$ cat src/rtl/instr_field_router_if.sv
// Bundle of the router's input handshake, per-channel output handshakes
// and error reporting. The master side is the decoder/consumer
// environment and the slave side is the router.
//
// Handshake rule for every valid/ready pair: a transfer happens on a
// rising clock edge where valid and ready are both 1. The sender holds
// the payload stable while valid=1 and ready=0.
interface instr_field_router_if #(
   parameter int DATA_W = 12,
   parameter int NUM_CH = 2,
   parameter int SEL_W  = 1
);
   logic                     in_valid;
   logic                     in_ready;
   logic [SEL_W-1:0]         in_sel;
   logic [DATA_W-1:0]        in_data;
   logic [NUM_CH-1:0]        ch_valid;
   logic [NUM_CH-1:0]        ch_ready;
   logic [NUM_CH*DATA_W-1:0] ch_data;
   logic                     err_sel;
   logic [7:0]               err_cnt;

   modport master (
      output in_valid, in_sel, in_data, ch_ready,
      input  in_ready, ch_valid, ch_data, err_sel, err_cnt
   );

   modport slave (
      input  in_valid, in_sel, in_data, ch_ready,
      output in_ready, ch_valid, ch_data, err_sel, err_cnt
   );
endinterface

$ cat src/rtl/instr_field_router.sv
// Steers one instruction field per cycle to one of NUM_CH single-entry
// destination channels (data address, ALU opcode, immediate, branch
// target, ...). Each channel is a one-deep register with its own
// valid/ready output; a full channel that is drained in the same cycle
// can take a new field, so a steady stream sees no bubbles.
// Out-of-range selects are accepted, dropped and counted.
//
// The only state machines are the per-channel EMPTY/FULL flags, which
// are exactly the ch_valid outputs, so channel state is directly visible.
module instr_field_router #(
   parameter int DATA_W    = 12,
   parameter int NUM_CH    = 2,
   parameter int SEL_W     = 1,
   parameter int HOLD_LAST = 1
) (
   input logic                clk,
   input logic                rst,
   instr_field_router_if.slave bus
);

   localparam logic CH_EMPTY = 1'b0;
   localparam logic CH_FULL  = 1'b1;

   logic [NUM_CH-1:0]        ch_valid_q, ch_valid_d;
   logic [NUM_CH*DATA_W-1:0] ch_data_q, ch_data_d;
   logic                     err_sel_q, err_sel_d;
   logic [7:0]               err_cnt_q, err_cnt_d;

   logic [NUM_CH-1:0]        sel_hit;
   logic [NUM_CH-1:0]        load;
   logic [NUM_CH-1:0]        drain;
   logic                     in_range;
   logic                     sel_ready;
   logic                     accept;

   // One-hot decode of the select; all-zero means out of range.
   always_comb begin
      sel_hit = '0;
      for (int i = 0; i < NUM_CH; i++) begin
         sel_hit[i] = (bus.in_sel == i[SEL_W-1:0]);
      end
   end

   assign in_range  = |sel_hit;
   // Selected channel can take data if it is empty or being drained now.
   assign sel_ready = |(sel_hit & (~ch_valid_q | bus.ch_ready));
   // Out-of-range fields are always taken so they can be discarded.
   assign bus.in_ready = !rst && (!in_range || sel_ready);
   assign accept    = bus.in_valid && bus.in_ready;
   assign load      = sel_hit & {NUM_CH{accept}};
   assign drain     = ch_valid_q & bus.ch_ready;

   // Per-channel next state: load wins over drain so a simultaneous
   // drain+refill keeps the channel FULL with the new field.
   always_comb begin
      ch_valid_d = ch_valid_q;
      ch_data_d  = ch_data_q;
      for (int i = 0; i < NUM_CH; i++) begin
         if (load[i]) begin
            ch_valid_d[i]                 = CH_FULL;
            ch_data_d[i*DATA_W +: DATA_W] = bus.in_data;
         end else if (drain[i]) begin
            ch_valid_d[i] = CH_EMPTY;
            if (HOLD_LAST == 0) begin
               ch_data_d[i*DATA_W +: DATA_W] = '0;
            end
         end
      end
   end

   // Error pulse and saturating drop counter for out-of-range fields.
   always_comb begin
      err_sel_d = accept && !in_range;
      err_cnt_d = err_cnt_q;
      if (err_sel_d && (err_cnt_q != 8'hFF)) begin
         err_cnt_d = err_cnt_q + 8'd1;
      end
   end

   // State registers; reset discards any entry pending in a channel.
   always_ff @(posedge clk) begin
      if (rst) begin
         ch_valid_q <= '0;
         ch_data_q  <= '0;
         err_sel_q  <= 1'b0;
         err_cnt_q  <= 8'd0;
      end else begin
         ch_valid_q <= ch_valid_d;
         ch_data_q  <= ch_data_d;
         err_sel_q  <= err_sel_d;
         err_cnt_q  <= err_cnt_d;
      end
   end

   assign bus.ch_valid = ch_valid_q;
   assign bus.ch_data  = ch_data_q;
   assign bus.err_sel  = err_sel_q;
   assign bus.err_cnt  = err_cnt_q;

endmodule

$ cat src/flat_wrapper.sv
// flat-port wrapper written by rule: the top's interface ports become plain ports
module instr_field_router_flat 
#(
   parameter int DATA_W    = 12,
   parameter int NUM_CH    = 2,
   parameter int SEL_W     = 1,
   parameter int HOLD_LAST = 1
)
  (clk, rst, bus_in_valid, bus_in_sel, bus_in_data, bus_ch_ready, bus_in_ready, bus_ch_valid, bus_ch_data, bus_err_sel, bus_err_cnt);
  instr_field_router_if #(.DATA_W(DATA_W), .NUM_CH(NUM_CH), .SEL_W(SEL_W)) bus_i ();
  input logic clk;
  input logic rst;
  input wire logic [$bits(bus_i.in_valid)-1:0] bus_in_valid;
  input wire logic [$bits(bus_i.in_sel)-1:0] bus_in_sel;
  input wire logic [$bits(bus_i.in_data)-1:0] bus_in_data;
  input wire logic [$bits(bus_i.ch_ready)-1:0] bus_ch_ready;
  output wire logic [$bits(bus_i.in_ready)-1:0] bus_in_ready;
  output wire logic [$bits(bus_i.ch_valid)-1:0] bus_ch_valid;
  output wire logic [$bits(bus_i.ch_data)-1:0] bus_ch_data;
  output wire logic [$bits(bus_i.err_sel)-1:0] bus_err_sel;
  output wire logic [$bits(bus_i.err_cnt)-1:0] bus_err_cnt;
  assign bus_i.in_valid = bus_in_valid;
  assign bus_i.in_sel = bus_in_sel;
  assign bus_i.in_data = bus_in_data;
  assign bus_i.ch_ready = bus_ch_ready;
  assign bus_in_ready = bus_i.in_ready;
  assign bus_ch_valid = bus_i.ch_valid;
  assign bus_ch_data = bus_i.ch_data;
  assign bus_err_sel = bus_i.err_sel;
  assign bus_err_cnt = bus_i.err_cnt;
  instr_field_router #(.DATA_W(DATA_W), .NUM_CH(NUM_CH), .SEL_W(SEL_W), .HOLD_LAST(HOLD_LAST)) u_core (.clk(clk), .rst(rst), .bus(bus_i));
endmodule
$ cat config.mk
export PLATFORM = sky130hd
export DESIGN_NAME = instr_field_router_flat
export DESIGN_NICKNAME = d
export VERILOG_FILES = /design/src/rtl/instr_field_router_if.sv /design/src/rtl/instr_field_router.sv /design/src/flat_wrapper.sv
export SDC_FILE = /design/constraint.sdc
export NUM_CORES = 1
export LEC_CHECK = 0
export BUFFER_PORTS_ARGS = -buffer_cell sky130_fd_sc_hd__buf_2
export CAP_MARGIN = 5
export CORE_ASPECT_RATIO = 1.2
export CORE_MARGIN = 10
export CORE_UTILIZATION = 46
export CTS_CLUSTER_DIAMETER = 40
export DETAILED_ROUTE_END_ITERATION = 8
export PLACE_DENSITY = 0.78
export SLEW_MARGIN = 40
export SYNTH_ARGS = -nofsm -noshare
export SYNTH_HDL_FRONTEND = slang
export SYNTH_SLANG_ARGS = --single-unit
$ cat constraint.sdc
create_clock -name clk -period 1.6 [get_ports clk]
set_input_delay 0.16 -clock clk [delete_from_list [all_inputs] [get_ports clk]]
set_output_delay 0.16 -clock clk [all_outputs]
set_load 0.005 [all_outputs]
# Word level (Yosys, flattened, before mapping)
# Index checks and enable logic that the tools add are counted.
dict set report classes {
  reduce_logical 6
  bitwise 6
  muxes 4
}
# operator count
set ops {}
lappend ops {{$and A2 B2 Y2} 3}
lappend ops {{$mux W1} 4}
lappend ops {{$reduce_bool A2 Y1} 2}
lappend ops {{$logic_and A1 B1 Y1} 2}
lappend ops {{$not A2 Y2} 1}
lappend ops {{$or A2 B2 Y2} 1}
lappend ops {{$reduce_or A2 Y1} 1}
lappend ops {{$logic_not A1 Y1} 1}
lappend ops {{$not A1 Y1} 1}
dict set report word_totals {
  input_bits 18
  out_inout_bits 36
  elab_cells 20
  ff_bits 26
}

# Depth between registers and ports, before layout
dict set report depth {
  depth_word 8
  mapped_depth 5
  ltp_nobuf 3
}

# Worst setup path before layout
# OpenSTA, ideal clock, no wires.
dict set report synth_timing {
  path_kind {reg-to-reg}
  start {register u_core.ch_valid_q[1], in the netlist u_core.bus.ch_valid[1]}
  end {register u_core.ch_data_q[14], in the netlist u_core.bus.ch_data[14]}
  stages_incl_launch_ff 6
  arrival_time_ns 1.009
  slack_ns 0.475
  required_time_ns 1.484
  period_less_slack_ns 1.125
  setup_ns 0.116
  n_path_buf 2
  path_cell_list {dfxtp_1 > nand2b_1 > clkbuf_1 > buf_2 > a21oi_1 > a31o_2}
}
dict set report synth_via {
  elab_chain_cells 7
}
# item line
set synth_rtl {}
lappend synth_rtl {{from (decl)} instr_field_router.sv:24} ;# logic [NUM_CH-1:0] ch_valid_q, ch_valid_d;
lappend synth_rtl {{from (signal assigned)} instr_field_router.sv:88} ;# ch_valid_q <= ch_valid_d;
lappend synth_rtl {{$not A2 Y2} instr_field_router.sv:46} ;# assign sel_ready = |(sel_hit & (~ch_valid_q | bus.ch_ready));
lappend synth_rtl {{$or A2 B2 Y2} instr_field_router.sv:46}
lappend synth_rtl {{$and A2 B2 Y2} instr_field_router.sv:46}
lappend synth_rtl {{$reduce_or A2 Y1} instr_field_router.sv:46}
lappend synth_rtl {{$logic_and A1 B1 Y1} instr_field_router.sv:48} ;# assign bus.in_ready = !rst && (!in_range || sel_ready);
lappend synth_rtl {{$logic_and A1 B1 Y1} instr_field_router.sv:49} ;# assign accept = bus.in_valid && bus.in_ready;
lappend synth_rtl {{$and A2 B2 Y2} instr_field_router.sv:50} ;# assign load = sel_hit & {NUM_CH{accept}};
lappend synth_rtl {{to (signal assigned)} instr_field_router.sv:89} ;# ch_data_q <= ch_data_d;
lappend synth_rtl {{to (decl)} instr_field_router.sv:25} ;# logic [NUM_CH*DATA_W-1:0] ch_data_q, ch_data_d;
# Every way passes these cells.
# A chain may end at the register's enable or synchronous reset.

# Final worst setup path
dict set report layout_timing {
  start {register u_core.ch_valid_q[0], in the netlist u_core.bus.ch_valid[0]}
  end {output port bus_in_ready}
}
dict set report layout_via {
  elab_chain_cells 5
}
# item line
set layout_rtl {}
lappend layout_rtl {{$not A2 Y2} instr_field_router.sv:46}
lappend layout_rtl {{$or A2 B2 Y2} instr_field_router.sv:46}
lappend layout_rtl {{$and A2 B2 Y2} instr_field_router.sv:46}
lappend layout_rtl {{$reduce_or A2 Y1} instr_field_router.sv:46}
lappend layout_rtl {{$logic_and A1 B1 Y1} instr_field_router.sv:48}
lappend layout_rtl {{to (decl)} flat_wrapper.sv:17} ;# output wire logic [$bits(bus_i.in_ready)-1:0] bus_in_ready;
# Every way passes these cells.

==> flow_summary.toml <==
[floorplan]
die_y_um = 76.3
ios = 54
core_area_um2 = 2530
die_w_um = 66.9
initial_core_util_pct = 48.0
rows = 20
die_area_um2 = 5100

[flow_run]
drv_cap = 0

[routing]
wl_per_cell_um = 14.7
ant_nets = 0
viasPerCell = 4.85
vias = 921
finalWirelength_um = 2800
detail_route.iter0.violations = 20
drc = 0
firstDrtPassIters = 4

[sta]
fin_crit_sh_pct = 82.8
drv_slew = 0
tns_ns = 0
setup_viol = 0
rsz0062_at_grt = "false"
fin_skew_ns = 0.00211
max_freq_ghz = 0.755
hold_violations = 0
min_period_ns = 1.32

[cts]
cts_max_path_buffers = 2
htree_num_levels = 1
path_clk_slew_ns = 0.13
clkLatencyLatePin_ns = 0.31
post_cts_buffers = 0
cts_tree = "yes"
holdBufCountCts = 0
cts_resized = 0
cts_num_sinks = 26
clock-root-buffer = "clkbuf_4"
cts_buffers = 3

[critical_path]
crit_chain = "nand2b_1 -> nor2_1 -> a211oi_1 -> buf_2"
endpoint = "bus_in_ready"
path_class = "flip-flop to primary output"
cp_num_cells = 4
crit_path_start = "u_core.bus.ch_valid[0]"
arrival_ns = 1.16
regToRegSetupSlack_ns = 0.33
reg2reg_to = "u_core.bus.ch_data[0]"
cpLargestDelayFamily = "flip-flops"
worstSetupEndpointType = "primary output"
slowest_stage = "dfxtp_1"
slowest_delay_ns = 0.34
rr_startpoint = "u_core.bus.ch_valid[0]"
reg2reg_depth = 3
crit_buf_inv = 1
worstSetupStartpointType = "flip-flop"
path_max_fanout = 3
critical_path_required_ns = 1.44

[final_layout]
area_delta_synth_final_pct = 17.7
layout-drive-gt1-share_pct = 49.0
diodes = 0
fillers = 240
final_nets = 177
fin_area_um2 = 1430

[power]
clkPwrFrac_pct = 23.3
vdd_drop_max_mv = 0.559
internal_power_w = 0.000870
p_sw_w = 0.000275
power_frac_seq_pct = 61.1
combPwrFrac_pct = 15.6
p_leak_nw = 0.741
p_per_area_nw_per_um2 = 801
swShare_pct = 24.0

[logic_synthesis]
netlist-cell-type-count = 18
syn_area_um2 = 1210
avgSynthCellArea_um2 = 10.4
yosysSeqAreaShare_pct = 42.9
synth-seq-cells = 26
yosys_warnings = 0
netlist_instances = 117

[placed_design]
io_buffer_count = 44
place_area_um2 = 1410
hpwl_um = 2230
gp_congestion = 0.734

[global_routing]
grt_pass1_vias = 972
grt_overflow = 0
grt_max_degree = 25
antenna_found_initial = 0
grt_usage_pct = 11.0
grt_pass1_wl_um = 4580

[run_status]
status = "finished, final reports clean"

[worst_hold_path]
hold_class = "primary input to flip-flop"
cell type report:
| type | count | area (µm²) | area share (%) |
|---|---|---|---|
| multi-input cells | 80 | 594 | 41.6 |
| flip-flops and latches | 26 | 520 | 36.4 |
| repair buffers | 48 | 250 | 17.5 |
| well taps | 33 | 41.3 | 2.89 |
| clock buffers | 3 | 22.5 | 1.58 |
cell families (layout without fill, tap and decap cells):
group / after synthesis / count (layout) / share of synthesized area [%]
other: 1 / 9 / 0.309
buffers and inverters: 19 / 51 / 10.6
AOI/OAI and AO/OA: 26 / 26 / 14.6
DFF: 26 / 26 / 42.9
muxes: 12 / 12 / 13.9
and+or+nand+nor: 33 / 33 / 17.6
cells in the mapped netlist:
cell      number  area [µm²]
dfxtp_1       26         521
nand2b_1      14        87.6
a21oi_1       13        65.1
a31o_2        12         105
buf_4         10        75.1
mux2_4         9         135
nor2b_1        8        50.1
and2b_1        5        37.5
buf_2          4        20.0
clkbuf_1       3        11.3
mux2_2         3        33.8
nor2_1         3        11.3
buf_6          2        22.5
a211oi_1       1        7.51
and3b_1        1        8.76
conb_1         1        3.75
nand2_2        1        6.26
nor3b_2        1        12.5
layer usage:
layer,routed length (µm),GRT usage [%],part of all wire [%],vias to the layer above
met1,1030,11.6,37,422
li1,-,-,-,463
met4,16,2.47,0.57,0
met3,281,4.12,10,2
met5,0,0,0,-
met2,1480,19.8,53,34
registers in the layout, indices dropped and copies added (netlist names):
name / count
u_core.bus.ch_valid: 2
u_core.bus.ch_data: 24
power by group through the flow:
stage | sequential, W | combinational [W] | clock [W]
2_1_floorplan | 0.000717 | 0.000117 | 0
3_3_place_gp | 0.000713 | 0.000175 | 0
3_5_place_dp | 0.000714 | 0.000181 | 0
4_1_cts | 0.000701 | 0.000181 | 0.000282
5_1_grt | 0.000705 | 0.000200 | 0.000310
6_report | 0.000700 | 0.000178 | 0.000267
per-stage QoR:
stage	setup WS [ns]	utilization (%)	total power [W]	hold WS, ns	std cells
final	0.276	56.5	0.00115	0.0785	190
after floorplan	0.475	-	0.000834	0.303	125
after CTS	0.250	56.5	0.00116	0.0657	190
after detailed placement	0.297	55.6	0.000895	0.406	187
after global placement	0.346	55.6	0.000888	0.403	187
after global routing	0.193	56.5	0.00122	0.0711	190
placed cells by master (no fill, tap or decap), drive strengths merged:
cell | synthesis | final
buf | 16 | 48
dfxtp | 26 | 26
nand2b | 14 | 14
a21oi | 13 | 13
a31o | 12 | 12
mux2 | 12 | 12
conb | 1 | 9
nor2b | 8 | 8
and2b | 5 | 5
nor2 | 3 | 3
clkbuf | 3 | 3
a211oi | 1 | 1
and3b | 1 | 1
nor3b | 1 | 1
nand2 | 1 | 1
worst min path at each step:
stage	start	depth (start not counted)	slack, ns	end
2_1_floorplan	bus_in_data[10]	1	0.30	u_core.bus.ch_data[10]
3_3_place_gp	bus_in_data[1]	2	0.40	u_core.bus.ch_data[1]
3_5_place_dp	bus_in_data[10]	2	0.41	u_core.bus.ch_data[10]
5_1_grt	bus_in_data[7]	2	0.07	u_core.bus.ch_data[7]
6_report	bus_in_data[10]	2	0.08	u_core.bus.ch_data[10]
4_1_cts	bus_in_data[10]	2	0.07	u_core.bus.ch_data[10]
Power figures use the tool's default switching activity.
